**src/rtl/fifo_wr_arbiter_pkg.sv**
```systemverilog
// Shared types and constants for the round-robin FIFO write arbiter.
package fifo_arb_pkg;

  localparam int DEF_DATA_W = 8;
  localparam int STAT_W     = 16;

  typedef enum logic {
    IDLE  = 1'b0,
    BURST = 1'b1
  } arb_state_e;

endpackage

```
**src/rtl/fifo_wr_arbiter_if.sv**
```systemverilog
// Producer/FIFO-side bundle of the write arbiter; master is the arbiter's view.
interface fifo_wr_arbiter_if
  import fifo_arb_pkg::*;
#(
  parameter int NUM_REQ = 4,
  parameter int DATA_W  = DEF_DATA_W
);
  localparam int IDX_W = $clog2(NUM_REQ);

  logic                        arb_en;
  logic [NUM_REQ-1:0]          req_valid;
  logic [NUM_REQ*DATA_W-1:0]   req_data;
  logic [NUM_REQ-1:0]          req_ready;
  logic [NUM_REQ-1:0]          grant;
  logic [IDX_W-1:0]            owner;
  logic                        busy;
  logic                        fifo_wr;
  logic [DATA_W-1:0]           fifo_din;
  logic                        fifo_full;

  modport master (
    input  arb_en, req_valid, req_data, fifo_full,
    output req_ready, grant, owner, busy, fifo_wr, fifo_din
  );

  modport slave (
    output arb_en, req_valid, req_data, fifo_full,
    input  req_ready, grant, owner, busy, fifo_wr, fifo_din
  );

endinterface

```
**src/rtl/fifo_wr_arbiter_rr_pick.sv**
```systemverilog
// Combinational round-robin picker: first set request at or after ptr, wrapping.
module rr_pick #(
  parameter int N  = 4,
  parameter int IW = 2
) (
  input  logic [N-1:0]  req,
  input  logic [IW-1:0] ptr,
  output logic [N-1:0]  pick,
  output logic [IW-1:0] idx,
  output logic          any
);

  logic [IW-1:0] sel;
  logic          found;

  always_comb begin
    pick  = '0;
    idx   = '0;
    found = 1'b0;
    sel   = '0;
    for (int k = 0; k < N; k++) begin
      sel = IW'((int'(ptr) + k) % N);
      if (!found && req[sel]) begin
        found     = 1'b1;
        pick[sel] = 1'b1;
        idx       = sel;
      end
    end
  end

  assign any = found;

endmodule

```
**src/rtl/fifo_wr_arbiter.sv**
```systemverilog
// Round-robin arbiter sharing one FIFO write port among NUM_REQ producers.
// Optional per-requester beat and stall counters are enabled with ARB_STATS_EN.
module fifo_wr_arbiter
  import fifo_arb_pkg::*;
#(
  parameter int NUM_REQ   = 4,
  parameter int DATA_W    = DEF_DATA_W,
  parameter int MAX_BURST = 4
) (
  input  logic               clk,
  input  logic               rst_n,
  fifo_wr_arbiter_if.master  bus
`ifdef ARB_STATS_EN
  ,
  output logic [NUM_REQ*STAT_W-1:0] stat_beats,
  output logic [STAT_W-1:0]         stat_stall
`endif
);

  localparam int IDX_W = $clog2(NUM_REQ);
  localparam int CNT_W = $clog2(MAX_BURST + 1);

  arb_state_e         state_q, state_d;
  logic [NUM_REQ-1:0] grant_q, grant_d;
  logic [IDX_W-1:0]   owner_q, owner_d;
  logic [IDX_W-1:0]   rr_ptr_q, rr_ptr_d;
  logic [CNT_W-1:0]   beat_cnt_q, beat_cnt_d;

  logic [NUM_REQ-1:0] pick_oh;
  logic [IDX_W-1:0]   pick_idx;
  logic               pick_any;
  logic [DATA_W-1:0]  data_arr [NUM_REQ];
  logic               in_burst;
  logic               owner_vld;
  logic               acc;
  logic               last_beat;
  logic [IDX_W-1:0]   next_ptr;

  for (genvar g = 0; g < NUM_REQ; g++) begin : g_split
    assign data_arr[g] = bus.req_data[g*DATA_W +: DATA_W];
  end

  rr_pick #(.N(NUM_REQ), .IW(IDX_W)) u_pick (
    .req  (bus.req_valid),
    .ptr  (rr_ptr_q),
    .pick (pick_oh),
    .idx  (pick_idx),
    .any  (pick_any)
  );

  // Transfers are blocked during the reset cycle so reset wins over a beat.
  assign in_burst  = (state_q == BURST);
  assign owner_vld = bus.req_valid[owner_q];
  assign acc       = rst_n && in_burst && owner_vld && !bus.fifo_full;
  assign last_beat = acc && ((beat_cnt_q + 1'b1) == CNT_W'(MAX_BURST));
  assign next_ptr  = (owner_q == IDX_W'(NUM_REQ - 1)) ? '0 : owner_q + 1'b1;

  always_comb begin
    state_d    = state_q;
    grant_d    = grant_q;
    owner_d    = owner_q;
    rr_ptr_d   = rr_ptr_q;
    beat_cnt_d = beat_cnt_q;
    case (state_q)
      IDLE: begin
        if (bus.arb_en && pick_any) begin
          state_d    = BURST;
          grant_d    = pick_oh;
          owner_d    = pick_idx;
          beat_cnt_d = '0;
        end
      end
      BURST: begin
        if (acc) beat_cnt_d = beat_cnt_q + 1'b1;
        // A full FIFO alone never ends the burst; only a limit, a drop or disable does.
        if (last_beat || !owner_vld || !bus.arb_en) begin
          state_d  = IDLE;
          grant_d  = '0;
          rr_ptr_d = next_ptr;
        end
      end
      default: state_d = IDLE;
    endcase
  end

  always_ff @(posedge clk) begin
    if (!rst_n) begin
      state_q    <= IDLE;
      grant_q    <= '0;
      owner_q    <= '0;
      rr_ptr_q   <= '0;
      beat_cnt_q <= '0;
    end else begin
      state_q    <= state_d;
      grant_q    <= grant_d;
      owner_q    <= owner_d;
      rr_ptr_q   <= rr_ptr_d;
      beat_cnt_q <= beat_cnt_d;
    end
  end

  // grant_q is non-zero only in BURST, so it doubles as the ready mask.
  assign bus.req_ready = rst_n ? (grant_q & {NUM_REQ{~bus.fifo_full}}) : '0;
  assign bus.grant     = grant_q;
  assign bus.owner     = owner_q;
  assign bus.busy      = in_burst;
  assign bus.fifo_wr   = acc;
  assign bus.fifo_din  = acc ? data_arr[owner_q] : '0;

`ifdef ARB_STATS_EN
  function automatic logic [STAT_W-1:0] sat_inc(input logic [STAT_W-1:0] v);
    return (v == '1) ? v : v + 1'b1;
  endfunction

  logic [STAT_W-1:0] beats_q [NUM_REQ];
  logic [STAT_W-1:0] beats_d [NUM_REQ];
  logic [STAT_W-1:0] stall_q, stall_d;
  logic              stall_cond;

  assign stall_cond = rst_n && in_burst && owner_vld && bus.fifo_full;

  always_comb begin
    beats_d = beats_q;
    stall_d = stall_q;
    if (acc)        beats_d[owner_q] = sat_inc(beats_q[owner_q]);
    if (stall_cond) stall_d          = sat_inc(stall_q);
  end

  always_ff @(posedge clk) begin
    if (!rst_n) begin
      beats_q <= '{default: '0};
      stall_q <= '0;
    end else begin
      beats_q <= beats_d;
      stall_q <= stall_d;
    end
  end

  for (genvar g = 0; g < NUM_REQ; g++) begin : g_stat
    assign stat_beats[g*STAT_W +: STAT_W] = beats_q[g];
  end
  assign stat_stall = stall_q;
`endif

endmodule

```
**src/flat_wrapper.sv**
```systemverilog
// flat-port wrapper written by rule: the top's interface ports become plain ports
module fifo_wr_arbiter_flat import fifo_arb_pkg::*;
#(
  parameter int NUM_REQ   = 4,
  parameter int DATA_W    = DEF_DATA_W,
  parameter int MAX_BURST = 4
)
  (clk, rst_n, bus_arb_en, bus_req_valid, bus_req_data, bus_fifo_full, bus_req_ready, bus_grant, bus_owner, bus_busy, bus_fifo_wr, bus_fifo_din);
  fifo_wr_arbiter_if #(.NUM_REQ(NUM_REQ), .DATA_W(DATA_W)) bus_i ();
  input  logic clk;
  input  logic rst_n;
  input wire logic [$bits(bus_i.arb_en)-1:0] bus_arb_en;
  input wire logic [$bits(bus_i.req_valid)-1:0] bus_req_valid;
  input wire logic [$bits(bus_i.req_data)-1:0] bus_req_data;
  input wire logic [$bits(bus_i.fifo_full)-1:0] bus_fifo_full;
  output wire logic [$bits(bus_i.req_ready)-1:0] bus_req_ready;
  output wire logic [$bits(bus_i.grant)-1:0] bus_grant;
  output wire logic [$bits(bus_i.owner)-1:0] bus_owner;
  output wire logic [$bits(bus_i.busy)-1:0] bus_busy;
  output wire logic [$bits(bus_i.fifo_wr)-1:0] bus_fifo_wr;
  output wire logic [$bits(bus_i.fifo_din)-1:0] bus_fifo_din;
  assign bus_i.arb_en = bus_arb_en;
  assign bus_i.req_valid = bus_req_valid;
  assign bus_i.req_data = bus_req_data;
  assign bus_i.fifo_full = bus_fifo_full;
  assign bus_req_ready = bus_i.req_ready;
  assign bus_grant = bus_i.grant;
  assign bus_owner = bus_i.owner;
  assign bus_busy = bus_i.busy;
  assign bus_fifo_wr = bus_i.fifo_wr;
  assign bus_fifo_din = bus_i.fifo_din;
  fifo_wr_arbiter #(.NUM_REQ(NUM_REQ), .DATA_W(DATA_W), .MAX_BURST(MAX_BURST)) u_core (.clk(clk), .rst_n(rst_n), .bus(bus_i));
endmodule
```
**config.mk**
```make
export PLATFORM = sky130hd
export DESIGN_NAME = fifo_wr_arbiter_flat
export DESIGN_NICKNAME = d
export VERILOG_FILES = /design/src/rtl/fifo_wr_arbiter_pkg.sv /design/src/rtl/fifo_wr_arbiter_if.sv /design/src/rtl/fifo_wr_arbiter_rr_pick.sv /design/src/rtl/fifo_wr_arbiter.sv /design/src/flat_wrapper.sv
export SDC_FILE = /design/constraint.sdc
export NUM_CORES = 1
export LEC_CHECK = 0
export BUFFER_PORTS_ARGS = -buffer_cell sky130_fd_sc_hd__buf_2
export CORE_ASPECT_RATIO = 0.6
export CORE_MARGIN = 2
export CORE_UTILIZATION = 35
export DETAILED_ROUTE_END_ITERATION = 10
export PLACE_DENSITY = 0.64
export SYNTH_ARGS = -nofsm -noshare
export SYNTH_HDL_FRONTEND = slang
export SYNTH_HIERARCHICAL = 1
export SYNTH_SLANG_ARGS = --single-unit
export TNS_END_PERCENT = 10
```
**constraint.sdc**
```tcl
create_clock -name clk -period 2.7 [get_ports clk]
set_input_delay 0.81 -clock clk [delete_from_list [all_inputs] [get_ports clk]]
set_output_delay 0.81 -clock clk [all_outputs]
set_load 0.005 [all_outputs]
```
-- Word-level counts from Yosys, hierarchy flattened
Cells that the tools add are included.
- register bits: 12
- input bits: 40
- output and inout port bits: 20
- word-level logic and storage cells: 101
- $add $sub $neg: 5
- $lt $le $gt $ge: 10
- equal/unequal tests: 5
- mux-type cells: 45
- bitwise operators: 7
- reduce and logical (&&, ||, !) cells: 24
- operator list (operator ; number):
    4-bit two-way mux ; 7
    8-bit two-way mux ; 3
    8-bit binary-select mux with 2-bit select ; 1
    2-bit by 3-bit less-than comparator with 1-bit output (second input constant) ; 5
    1-bit two-way mux ; 15
    1-bit logical AND ; 12
    4-bit bitwise OR ; 3
    1-bit binary-select mux with 2-bit select ; 5
    2-bit two-way mux ; 5
    1-bit demux with 2-bit select ; 4
    2-bit by 1-bit >= comparator with 1-bit output (second input constant) ; 4
    4-bit case mux with 2 select lines ; 1
    2-bit AND reduction ; 4
    1-bit logical NOT ; 6
    3-bit two-way mux ; 2
    3-bit case mux with 2 select lines ; 1
    2-bit by 1-bit adder with 2-bit output (second input constant) ; 2
    2-bit adder (second input constant) ; 2
    4-bit bitwise AND ; 1
    2-bit inequality test (second input constant) ; 2
    3-bit by 1-bit adder with 3-bit output (second input constant) ; 1
    3-bit == test (second input constant) ; 1
    3-bit >= comparator (second input constant) ; 1
    2-bit NOT with 3-bit output ; 1
    other kinds (5) ; 7

-- Logic depth before layout (Yosys ltp)
- depth in word-level cells: 15
- mapped depth: 11
- gate-level depth less buffers: 9

-- Modules after synthesis
Netlist, hierarchy kept.
- by module, submodules not included (module ; times used ; cells an instance ; area an instance (µm²) ; seq. area each (µm²)):
    fifo_wr_arbiter ; 1 ; 82 ; 862.1 ; 240.2
    rr_pick ; 1 ; 45 ; 419.2 ; 0.0

-- Worst setup path before layout
OpenSTA, ideal clock, no wires.
- path type: input to output
- start point: input rst_n
- end point: output bus_fifo_din[4]
- arrival time: 1725 ps
- required time: 1890 ps
- slack: 165 ps
- stages on the path: 5
- buffers on the path: 2
- cells stage by stage: clkbuf_1 > nor2b_1 > nand3_2 > buf_4 > nor2b_1
- word-level cells in the longest chain between the ends: 4
- ends and longest elaborated chain (item ; RTL line ; RTL):
    from (decl) ; flat_wrapper.sv:11 ; input logic rst_n;
    1-bit logical AND (3 in series) ; fifo_wr_arbiter.sv:54 ; assign acc = rst_n && in_burst && owner_vld && !bus.fifo_full;
    8-bit two-way mux ; fifo_wr_arbiter.sv:108 ; assign bus.fifo_din = acc ? data_arr[owner_q] : '0;
    to (decl) ; flat_wrapper.sv:21 ; output wire logic [$bits(bus_i.fifo_din)-1:0] bus_fifo_din;
No other way between the ends.

-- Worst setup path in the final report
- start point: input bus_req_valid[3]
- end point: output bus_fifo_din[6]
- word-level cells in the longest chain between the ends: 5
- ends and longest elaborated chain (item ; RTL line ; RTL):
    from (decl) ; flat_wrapper.sv:13 ; input wire logic [$bits(bus_i.req_valid)-1:0] bus_req_valid;
    1-bit binary-select mux with 2-bit select ; fifo_wr_arbiter.sv:53 ; assign owner_vld = bus.req_valid[owner_q];
    1-bit two-way mux (not written as such) ; fifo_wr_arbiter.sv:53 ;
    1-bit logical AND (2 in series) ; fifo_wr_arbiter.sv:54 ;
    8-bit two-way mux ; fifo_wr_arbiter.sv:108 ;
No other way between the ends. The select of a mux whose other input is x is not followed.

==> results.md <==
* Worst VDD drop at 0.231 mV
* P_leak at 0.763 nW
* CP arrival at 1.83 ns
* Vias in the first global route at 1,221
* Synthesis-to-finish area growth at 33.7%
* Synthesized area at 1280 µm²
* Die Height at 50.9 µm
* Yosys cell types at 37
* Clock Tree Root: clkbuf_8
* Setup Buffers After CTS at 0
* Die area at 4180 µm²
* Setup_tns at 0 ns
* First-pass DRT Iterations at 4
* Residual DRC count at 0
* Initial antenna violation count at 0
* Final period util at 97.9%
* H-tree Lvls at 1
* Grt ovf at 0
* FF+latch count, synth at 12
* DR WL/cell at 14.5 µm
* Crit path capture type: output port
* Final setup violation count at 0
* Clock latency on the worst-skew pair at 0.24 ns
* Pin count of the biggest net entering global routing at 17
* PD cells at 436 nW/µm²
* Die width at 82.1 µm
* Worst-path clk slew at 0.05 ns
* IO Port Bufs at 59
* TritonCTS clock tree: done
* Starting Density at 37.9%
* Vias per Instance at 5.55
* Slew Viols, Final at 0
* Outcome: finished clean
* Iter 0 DRT Violations at 31
* Detailed Place HPWL at 2850 µm
* Synth area leader: mux4_2
* Crit-path max FO at 10
* Synth top area share at 19.3%
* YS warnings at 6
* Gate Count Post-Synth at 127
* CP required at 1.89 ns
* Final setup skew at 0.00754 ns
* Min Hold Slack at 0.482 ns
* Setup CP Type: in -> out
* I/O Pins at 60
* Nets@finish at 243
* Tmin final at 2.64 ns
* Share of post-route cells with drive strength above 1 at 49.2%
* Slew of the pin with the lowest slew margin at 0.542 ns
* TritonCTS Buffers at 3
* Reg area at 240 µm²
* Most area-consuming cells after synthesis: mux4_2 19%, dfxtp_1 19%, ha_1 7.8%
* Fillers at 323
* Final core utilization at 50.6%
* Rows at 16
* Gpl congestion at 0.806
* Synthesized Nets at 175
* First-pass GRT wire length at 5330 µm
* Met2 Track Usage GR at 29.5%
* Met1 usage at 21.1%
* Final Hold Viols at 0
* Max cap viols at 0
* Clock Sinks at 12
* Antenna cells at 0
* Gr usage total at 16.7%
* Hold_buf cts at 0
* Antenna viol nets, final at 0
* Final WL at 3450 µm
* Grt met3 use at 4.59%
* Footprint of the multi-input gates at 963 µm²
* Sequential fraction of the synthesis area at 18.8%
* Slew headroom at 63.8%
* CORE AREA at 3380 µm²
* Syn avg cell area at 10.1 µm²
* Most Crowded Layer GR: met2
* Post-CTS sizing at 0
* CP startpoint kind: input port
* Via count at 1,320
* Peak Freq at 378 MHz
* RSZ-0062 raised after global routing: no
* Min-Delay Path Class: reg -> reg
* Worst-case clock buffer depth at 2
==> power by group <==
part	total, mW	leakage (nW)	internal [mW]	switching [mW]
logic	0.371	0.644	0.198	0.173
registers	0.216	0.0977	0.194	0.0221
clock network	0.159	0.0216	0.0979	0.0612
total	0.746	0.763	0.490	0.257
==> Yosys cell counts, drive strengths merged <==
library cell,n
nor4b,1
and2,4
a32o,5
o31ai,1
nand2,10
or3,1
o21ai,8
nand4,3
o311ai,1
mux2,3
a21oi,2
ha,8
dfxtp,12
o211ai,1
a22oi,8
a21boi,3
buf,5
nor4,2
mux2i,4
clkbuf,3
nor3,1
and3,1
nand3b,2
and2b,1
mux4,13
nand2b,1
or3b,1
nor3b,2
nor2,3
nor2b,9
inv,7
nand3,1
==> placed cells by master (no fill, tap or decap), types with 3 or more instances in the layout <==
cell and count:
a21boi_0 3, a22oi_1 8, a32o_1 5, and2_1 4, buf_2 59, buf_4 12, clkbuf_8 3, dfxtp_1 12
ha_1 8, inv_1 7, mux2_2 3, mux2i_1 4, mux4_2 11, nand2_1 10, nand4_1 3, nor2_1 3
nor2b_1 9, o21ai_0 8
==> area by class of cell <==
| class | count | share of cell area [%] |
|---|---|---|
| tap | 45 | 3.29 |
| multi-input combinational | 100 | 56.2 |
| timing repair buffer | 71 | 22.5 |
| clock buffer | 3 | 2.41 |
| inverter | 7 | 1.53 |
| sequential | 12 | 14.0 |
==> cell families (layout without fill, tap and decap cells) <==
logic type / Yosys count / count (layout) / synth area share [%]
AO/OA/AOI/OAI: 29 / 29 / 16.1
buffers and inverters: 15 / 81 / 6.06
flip-flops: 12 / 12 / 18.7
adder cells (fa/ha/maj): 8 / 8 / 7.81
multiplexers: 20 / 20 / 29.2
AND/OR/NAND/NOR: 43 / 43 / 22.1
==> layer usage <==
layer  part of all wire, %  vias to the layer above
met5                     0                        -
met4                     0                        0
met3                   7.4                        0
met2                    46                       59
met1                    46                      631
li1                      -                      630
==> state kept, by name, summed over array words and instances (netlist names) <==
| signal | flops |
|---|---|
| u_core/bus.grant | 4 |
| u_core/beat_cnt_q | 3 |
| u_core/bus.owner | 2 |
| u_core/rr_ptr_q | 2 |
| u_core/bus.busy | 1 |
==> stage by stage <==
step                      area [µm²]  cells  worst slack [ns]  power (mW)
after CTS                       1710    238            0.0479       0.754
after global routing            1710    238            0.0111       0.795
after floorplan                 1280    127             0.165       0.476
after detailed placement        1670    235            0.0497       0.591
after global placement          1670    235            0.0935       0.575
final                           1710    238            0.0573       0.746
==> critical path, cell delays in order <==
cell,delay (ns)
buf_2,0.13
mux4_2,0.48
nand3_2,0.19
nor2b_1,0.08
buf_2,0.13
==> worst paths after layout <==
check / start / depth (start not counted) / slack (ns) / to
max: bus_req_valid[3] / 5 / 0.06 / bus_fifo_din[6]
min: u_core/beat_cnt_q[0] / 1 / 0.48 / u_core/beat_cnt_q[0]
max reg2reg: u_core/rr_ptr_q[0] / 10 / 0.34 / u_core/bus.grant[2]
min reg2reg: u_core/beat_cnt_q[0] / 1 / 0.48 / u_core/beat_cnt_q[0]
Power figures use the tool's default switching activity.
